### src/rtl/hs_tx_channel_pkg.sv
// ============================================================================
// Module : hs_tx_channel_pkg
// Brief  : Shared state encoding, default widths and width helper for hs_tx_*
// Rev    : 1.0  initial release
// ============================================================================
`default_nettype none

package hs_tx_channel_pkg;

    typedef enum logic [1:0] {
        IDLE     = 2'd0,
        REQ_HIGH = 2'd1,
        REQ_LOW  = 2'd2
    } hs_state_t;

    localparam int c_hs_default_data_w         = 8;
    localparam int c_hs_default_fifo_depth     = 4;
    localparam int c_hs_default_sync_stages    = 2;
    localparam int c_hs_default_timeout_cycles = 255;

    // Bits needed to hold values 0..value-1 (ceil(log2(value))).
    function automatic int hs_clog2(input int value);
        int w;
        w = 0;
        for (int i = 0; i < 31; i++) begin
            if ((1 << i) < value) begin
                w = i + 1;
            end
        end
        return w;
    endfunction

endpackage

`default_nettype wire

### src/rtl/hs_tx_fifo.sv
// ============================================================================
// Module : hs_tx_fifo
// Brief  : Synchronous FIFO; full/empty derived from the occupancy count
// Rev    : 1.0  initial release
// ============================================================================
`default_nettype none

module hs_tx_fifo
    import hs_tx_channel_pkg::*;
#(
    parameter int DATA_W     = c_hs_default_data_w,
    parameter int FIFO_DEPTH = c_hs_default_fifo_depth
) (
    input  logic                                  clk,
    input  logic                                  reset,
    input  logic                                  push,
    input  logic                                  pop,
    input  logic [DATA_W-1:0]                     wdata,
    output logic [DATA_W-1:0]                     rdata,
    output logic [hs_clog2(FIFO_DEPTH + 1) - 1:0] level,
    output logic                                  full,
    output logic                                  empty
);

    localparam int c_ptr_w   = hs_clog2(FIFO_DEPTH);
    localparam int c_level_w = hs_clog2(FIFO_DEPTH + 1);

    logic [DATA_W-1:0]    r_mem [FIFO_DEPTH];
    logic [c_ptr_w-1:0]   r_wr_ptr;
    logic [c_ptr_w-1:0]   r_rd_ptr;
    logic [c_level_w-1:0] r_level;
    logic                 w_do_push;
    logic                 w_do_pop;

    assign w_do_push = push && !full;
    assign w_do_pop  = pop && !empty;

    // Depth is a power of two, so pointers wrap by natural overflow.
    always_ff @(posedge clk) begin
        if (reset) begin
            r_wr_ptr <= '0;
            r_rd_ptr <= '0;
            r_level  <= '0;
        end else begin
            if (w_do_push) begin
                r_wr_ptr <= r_wr_ptr + c_ptr_w'(1);
            end
            if (w_do_pop) begin
                r_rd_ptr <= r_rd_ptr + c_ptr_w'(1);
            end
            case ({w_do_push, w_do_pop})
                2'b10:   r_level <= r_level + c_level_w'(1);
                2'b01:   r_level <= r_level - c_level_w'(1);
                default: r_level <= r_level;
            endcase
        end
    end

    always_ff @(posedge clk) begin
        if (w_do_push) begin
            r_mem[r_wr_ptr] <= wdata;
        end
    end

    assign rdata = r_mem[r_rd_ptr];
    assign level = r_level;
    assign full  = (r_level == c_level_w'(FIFO_DEPTH));
    assign empty = (r_level == '0);

endmodule

`default_nettype wire

### src/rtl/hs_tx_channel.sv
// ============================================================================
// Module : hs_tx_channel
// Brief  : FIFO-buffered four-phase req/ack transmitter with ack synchroniser.
//          Define HS_TX_TIMEOUT_EN to build the REQ_HIGH handshake timeout.
// Rev    : 1.0  initial release
// ============================================================================
`default_nettype none

module hs_tx_channel
    import hs_tx_channel_pkg::*;
#(
    parameter int DATA_W         = c_hs_default_data_w,
    parameter int FIFO_DEPTH     = c_hs_default_fifo_depth,
    parameter int SYNC_STAGES    = c_hs_default_sync_stages,
    parameter int TIMEOUT_CYCLES = c_hs_default_timeout_cycles
) (
    input  logic                                  clk,
    input  logic                                  reset,
    input  logic                                  in_valid,
    input  logic [DATA_W-1:0]                     in_data,
    output logic                                  in_ready,
    input  logic                                  ack,
    output logic                                  req,
    output logic [DATA_W-1:0]                     data,
    output logic [hs_clog2(FIFO_DEPTH + 1) - 1:0] level,
    output logic                                  busy,
    output logic                                  timeout_err
);

    localparam int c_level_w = hs_clog2(FIFO_DEPTH + 1);

    hs_state_t              r_state;
    hs_state_t              w_state_nxt;
    logic                   r_req;
    logic                   w_req_nxt;
    logic [DATA_W-1:0]      r_data;
    logic                   w_pop;
    logic                   w_push;
    logic                   w_full;
    logic                   w_empty;
    logic [DATA_W-1:0]      w_head;
    logic [c_level_w-1:0]   w_level;
    logic [SYNC_STAGES-1:0] r_ack_sync;
    logic                   w_ack_s;
    logic                   w_tmo;

    assign w_push = in_valid && !w_full;

    hs_tx_fifo #(
        .DATA_W     (DATA_W),
        .FIFO_DEPTH (FIFO_DEPTH)
    ) u_fifo (
        .clk   (clk),
        .reset (reset),
        .push  (w_push),
        .pop   (w_pop),
        .wdata (in_data),
        .rdata (w_head),
        .level (w_level),
        .full  (w_full),
        .empty (w_empty)
    );

    if (SYNC_STAGES == 1) begin : g_sync_single
        always_ff @(posedge clk) begin
            if (reset) r_ack_sync <= '0;
            else        r_ack_sync <= ack;
        end
    end else begin : g_sync_chain
        always_ff @(posedge clk) begin
            if (reset) r_ack_sync <= '0;
            else        r_ack_sync <= {r_ack_sync[SYNC_STAGES-2:0], ack};
        end
    end

    assign w_ack_s = r_ack_sync[SYNC_STAGES-1];

`ifdef HS_TX_TIMEOUT_EN
    localparam int c_tmo_w = hs_clog2(TIMEOUT_CYCLES + 1);

    logic [c_tmo_w-1:0] r_tmo_cnt;
    logic               r_timeout_err;

    // Held at zero outside REQ_HIGH, so every entry starts a fresh count.
    assign w_tmo = (r_state == REQ_HIGH) && !w_ack_s &&
                   (r_tmo_cnt == c_tmo_w'(TIMEOUT_CYCLES - 1));

    always_ff @(posedge clk) begin
        if (reset) begin
            r_tmo_cnt     <= '0;
            r_timeout_err <= 1'b0;
        end else begin
            r_timeout_err <= w_tmo;
            if (r_state != REQ_HIGH) begin
                r_tmo_cnt <= '0;
            end else if (!w_ack_s) begin
                r_tmo_cnt <= r_tmo_cnt + c_tmo_w'(1);
            end
        end
    end

    assign timeout_err = r_timeout_err;
`else
    logic w_unused_timeout_cycles;

    assign w_unused_timeout_cycles = |32'(TIMEOUT_CYCLES);
    assign w_tmo                   = 1'b0;
    assign timeout_err             = 1'b0;
`endif

    always_comb begin
        w_state_nxt = r_state;
        w_req_nxt   = r_req;
        w_pop       = 1'b0;
        case (r_state)
            IDLE: begin
                if (!w_empty) begin
                    w_pop       = 1'b1;
                    w_req_nxt   = 1'b1;
                    w_state_nxt = REQ_HIGH;
                end
            end
            REQ_HIGH: begin
                // A timed-out word is dropped: it was already popped.
                if (w_ack_s || w_tmo) begin
                    w_req_nxt   = 1'b0;
                    w_state_nxt = REQ_LOW;
                end
            end
            REQ_LOW: begin
                if (!w_ack_s) begin
                    if (!w_empty) begin
                        w_pop       = 1'b1;
                        w_req_nxt   = 1'b1;
                        w_state_nxt = REQ_HIGH;
                    end else begin
                        w_state_nxt = IDLE;
                    end
                end
            end
            default: begin
                w_req_nxt   = 1'b0;
                w_state_nxt = IDLE;
            end
        endcase
    end

    always_ff @(posedge clk) begin
        if (reset) begin
            r_state <= IDLE;
            r_req   <= 1'b0;
            r_data  <= '0;
        end else begin
            r_state <= w_state_nxt;
            r_req   <= w_req_nxt;
            if (w_pop) begin
                r_data <= w_head;
            end
        end
    end

    assign req      = r_req;
    assign data     = r_data;
    assign level    = w_level;
    assign in_ready = !w_full;
    assign busy     = (r_state != IDLE) || (w_level != '0);

endmodule

`default_nettype wire

### config.mk
export PLATFORM = sky130hd
export DESIGN_NAME = hs_tx_channel
export DESIGN_NICKNAME = d
export VERILOG_FILES = /design/src/rtl/hs_tx_channel_pkg.sv /design/src/rtl/hs_tx_fifo.sv /design/src/rtl/hs_tx_channel.sv
export SDC_FILE = /design/constraint.sdc
export NUM_CORES = 1
export LEC_CHECK = 0
export CORE_UTILIZATION = 50
export CTS_CLUSTER_DIAMETER = 30
export CTS_CLUSTER_SIZE = 30
export DETAILED_ROUTE_END_ITERATION = 8
export PLACE_DENSITY = 0.76
export REMOVE_ABC_BUFFERS = 1
export SLEW_MARGIN = 25
export SYNTH_ARGS = -nofsm -noshare
export SYNTH_HDL_FRONTEND = slang
export SYNTH_HIERARCHICAL = 1
export SYNTH_SLANG_ARGS = --single-unit
export TNS_END_PERCENT = 30
### constraint.sdc
create_clock -name clk -period 2.7 [get_ports clk]
set_input_delay 0.54 -clock clk [delete_from_list [all_inputs] [get_ports clk]]
set_output_delay 0.54 -clock clk [all_outputs]
set_load 0.01 [all_outputs]
==> results by group <==
CTS
  • CTS tree: done
  • H-tree depth: 2
  • Deepest clock path buffer count: 2
  • Clock sinks: 54
  • Root Buffer: clkbuf_8
  • Clk slew on worst S/H paths: 0.09 ns
  • Num CTS Buffers: 5
  • Clk_lat worst skew: 0.30 ns

Timing
  • RSZ-0062 raised after global routing: no
  • Slew Viols, Final: 0
  • Clock Skew: 0.006142 ns
  • Fmax: 0.3999 GHz
  • Fin crit share: 0.9262
  • Worst setup margin: 0.1992 ns
  • Slew Limit Headroom: 0.6111
  • Final hold vios: 0
  • Crit path time final: 2.501 ns
  • Final setup viols: 0
  • Worst-margin pin slew: 0.5816 ns

Worst setup path
  • Worst setup SP type: flip-flop
  • Worst Path Arrival: approximately 2.7 ns
  • CP Data Required Time: 2.92 ns
  • Kind of critical path: flip-flop to flip-flop
  • Cells along the critical path: nor3_2 > a211oi_2 > o31ai_2 > inv_1 > ha_1 > inv_1 > fa_1 > xor2_1 > or3_1 > a21oi_1
  • Slowest stage delay, CP: 0.54 ns
  • Crit path max-delay cell type: dfxtp_1
  • Worst r2r src: u_fifo/level[0]
  • Worst Setup SP: u_fifo/level[0]
  • CP Buf/Inv Count: 2
  • Critical Path End Type: flip-flop
  • CP most frequent cell: inv_1
  • Top delay family on crit path: compound AO/OA/AOI/OAI gates
  • Crit path max fanout: 7

Finish
  • Finished Cell Area: around 0.0026 sq mm
  • Final Non-Filler Cells: 233
  • Multi-input combinational cell area: 747.0 sq um
  • Reg area: 0.001401 sq mm
  • Most common cell after layout, fill and taps aside: edfxtp_1
  • Commonest cells after routing, fill and taps aside: edfxtp_1, clkdlybuf4s50_1, dfxtp_1, nand2b_1, inv_1
  • Ant diodes: 0
  • Fill count: 311
  • Area Growth Syn to Fin: 17.44%
  • Fraction of layout instances using a drive strength above 1: 0.1148
  • # nets final: 200

Floorplan
  • Initial Utilization: 0.5369
  • Core Area: ~0.004 sq mm
  • Core Rows: 23
  • Die boundary width: 68.48 microns
  • Die area: 0.004689 sq mm
  • Chip height: 68.48 microns
  • I/O pin count: 27

Routing
  • Total wire length: 3563 microns
  • Post-route ant nets: 0
  • First-pass detailed-route iteration total: 4
  • Via/cell ratio: 5.433
  • DRC viols: 0
  • Routed vias: 1266
  • DR iter-0 viols: 69
  • Avg WL per Cell: 15.29 microns

Yosys
  • Synth Warn #: 6
  • Mapped Cells: 155
  • Seq/Total Area, Yosys: 0.6342
  • Seq cells post-synth: 54
  • Distinct cells, synth: 31
  • Post-Syn Area: 0.002210 sq mm
  • Mean Syn Cell Area: 14.26 sq um

Power
  • Tot Pwr: 2.332 mW
  • P per Cell Area: about 900 mW/mm^2
  • VDD IR max: 0.4638 mV
  • P_leak: 0.9055 nW

Placed design
  • Cell area after placement: 0.002507 sq mm
  • Hpwl dp: 2470 microns
  • Gp weighted congestion: 0.7442
  • Port buffer count: 25
  • Setup Slack @ Placement: 0.06099 ns
  • Placed cells: approximately 230

Flow run
  • Max_cap viols: 0

Global routing
  • First-pass GRT wire length: 5740 microns
  • Pin count of the biggest net entering global routing: 19
  • Antenna violations before repair: 0
  • Vias in the first global route: 1245
  • GRT overflow: 0
  • Total Routing Usage GR: 0.1775

Min path
  • HP Class: flip-flop to flip-flop
  • HP Start: r_ack_sync[0]

Outcome
  • Status: completed
==> worst register-to-register path: stages, from the launching register on <==
cell and delay, ns:
dfxtp_1 0.54, nor3_2 0.13, a211oi_2 0.27, o31ai_2 0.13, inv_1 0.08, ha_1 0.17
inv_1 0.07, fa_1 0.37, xor2_1 0.17, or3_1 0.32, a21oi_1 0.17
==> layout make-up <==
type                       count  share of cell area
clock buffer                   6             0.02797
clock inverter                 2            0.003375
inverter                      10             0.01446
multi-input combinational     84              0.2878
sequential                    54              0.5400
tap                           50             0.02411
timing repair buffer          27              0.1022
==> path summary, 6_finish.rpt <==
check                                        to  slack [ns]  cells after the start
worst max register to register  u_fifo/level[2]        0.20                     10
worst min register to register    r_ack_sync[1]        0.46                      1
worst min-delay path              r_ack_sync[1]        0.46                      1
worst max-delay path            u_fifo/level[2]        0.20                     10
==> routing by layer <==
| metal | GRT usage | part of all wire | vias up |
|---|---|---|---|
| met5 | 0 | 0 | - |
| met4 | 0.05208 | 0.0051 | 0 |
| met3 | 0.05500 | 0.042 | 2 |
| met2 | 0.3100 | 0.56 | 30 |
| met1 | 0.2079 | 0.39 | 633 |
| li1 | - | - | 601 |
==> cell families after synthesis <==
logic type               count (synthesis)  synth area share
flip-flops                              54            0.6342
XOR/XNOR                                 4           0.01585
multiplexers                            18            0.1274
AO/OA/AOI/OAI                           12           0.03454
adder cells (fa/ha/maj)                  6           0.03737
other                                    1          0.001697
AND/OR/NAND/NOR                         43            0.1161
buffers and inverters                   17           0.03284
==> sequential cells by signal, indices dropped and copies added (netlist names), named ones only <==
signal,count
r_ack_sync,2
u_fifo/r_mem,32
u_fifo/r_rd_ptr,2
u_fifo/level,3
u_fifo/r_wr_ptr,2
r_state,2
req,1
data,8
==> Yosys cell counts <==
| cell | count | share of area |
|---|---|---|
| edfxtp_1 | 32 | 0.43 |
| dfxtp_1 | 22 | 0.20 |
| nand2b_1 | 18 | 0.051 |
| inv_1 | 10 | 0.017 |
| mux2i_1 | 9 | 0.041 |
| mux4_2 | 8 | 0.082 |
| nor2_1 | 7 | 0.012 |
| ha_1 | 5 | 0.028 |
| a21oi_1 | 4 | 0.0091 |
| and2_1 | 4 | 0.011 |
| nor2b_1 | 4 | 0.011 |
| o21ai_0 | 4 | 0.0091 |
| xor2_1 | 4 | 0.016 |
| or3_1 | 3 | 0.0085 |
| buf_1 | 2 | 0.0034 |
| buf_4 | 2 | 0.0068 |
| clkbuf_1 | 2 | 0.0034 |
| nand2_1 | 2 | 0.0034 |
| a211oi_1 | 1 | 0.0034 |
| a22o_1 | 1 | 0.0040 |
| and3_1 | 1 | 0.0028 |
| buf_2 | 1 | 0.0023 |
| conb_1 | 1 | 0.0017 |
| fa_1 | 1 | 0.0091 |
| mux2_2 | 1 | 0.0051 |
| nor3_1 | 1 | 0.0023 |
| nor3_2 | 1 | 0.0045 |
| nor3b_2 | 1 | 0.0057 |
| o31ai_1 | 1 | 0.0034 |
| o31ai_2 | 1 | 0.0057 |
| or4_1 | 1 | 0.0034 |
==> timing repair <==
action	4_1_cts	5_1_grt
hold buffers	0	0
buffers inserted	0	0
endpoints found under the setup margin	0	1
gates resized for setup	0	1
==> metrics by stage <==
step,util,hold WS [ns],setup TNS [ns]
floorplan,-,0.4138,-0.9577
global placement,0.6093,0.4336,0
detailed placement,0.6093,0.4418,0
CTS,0.6291,0.4643,0
global route,0.6306,0.4676,0
finish,0.6306,0.4610,0
==> report_power, final <==
group | leakage (nW) | total, mW | internal [mW] | switching, mW
Sequential | 0.474 | 1.17 | 1.03 | 0.134
Clock | 0.0426 | 0.414 | 0.179 | 0.235
Combinational | 0.389 | 0.752 | 0.420 | 0.332
Total | 0.906 | 2.33 | 1.63 | 0.701
Power figures use the tool's default switching activity.
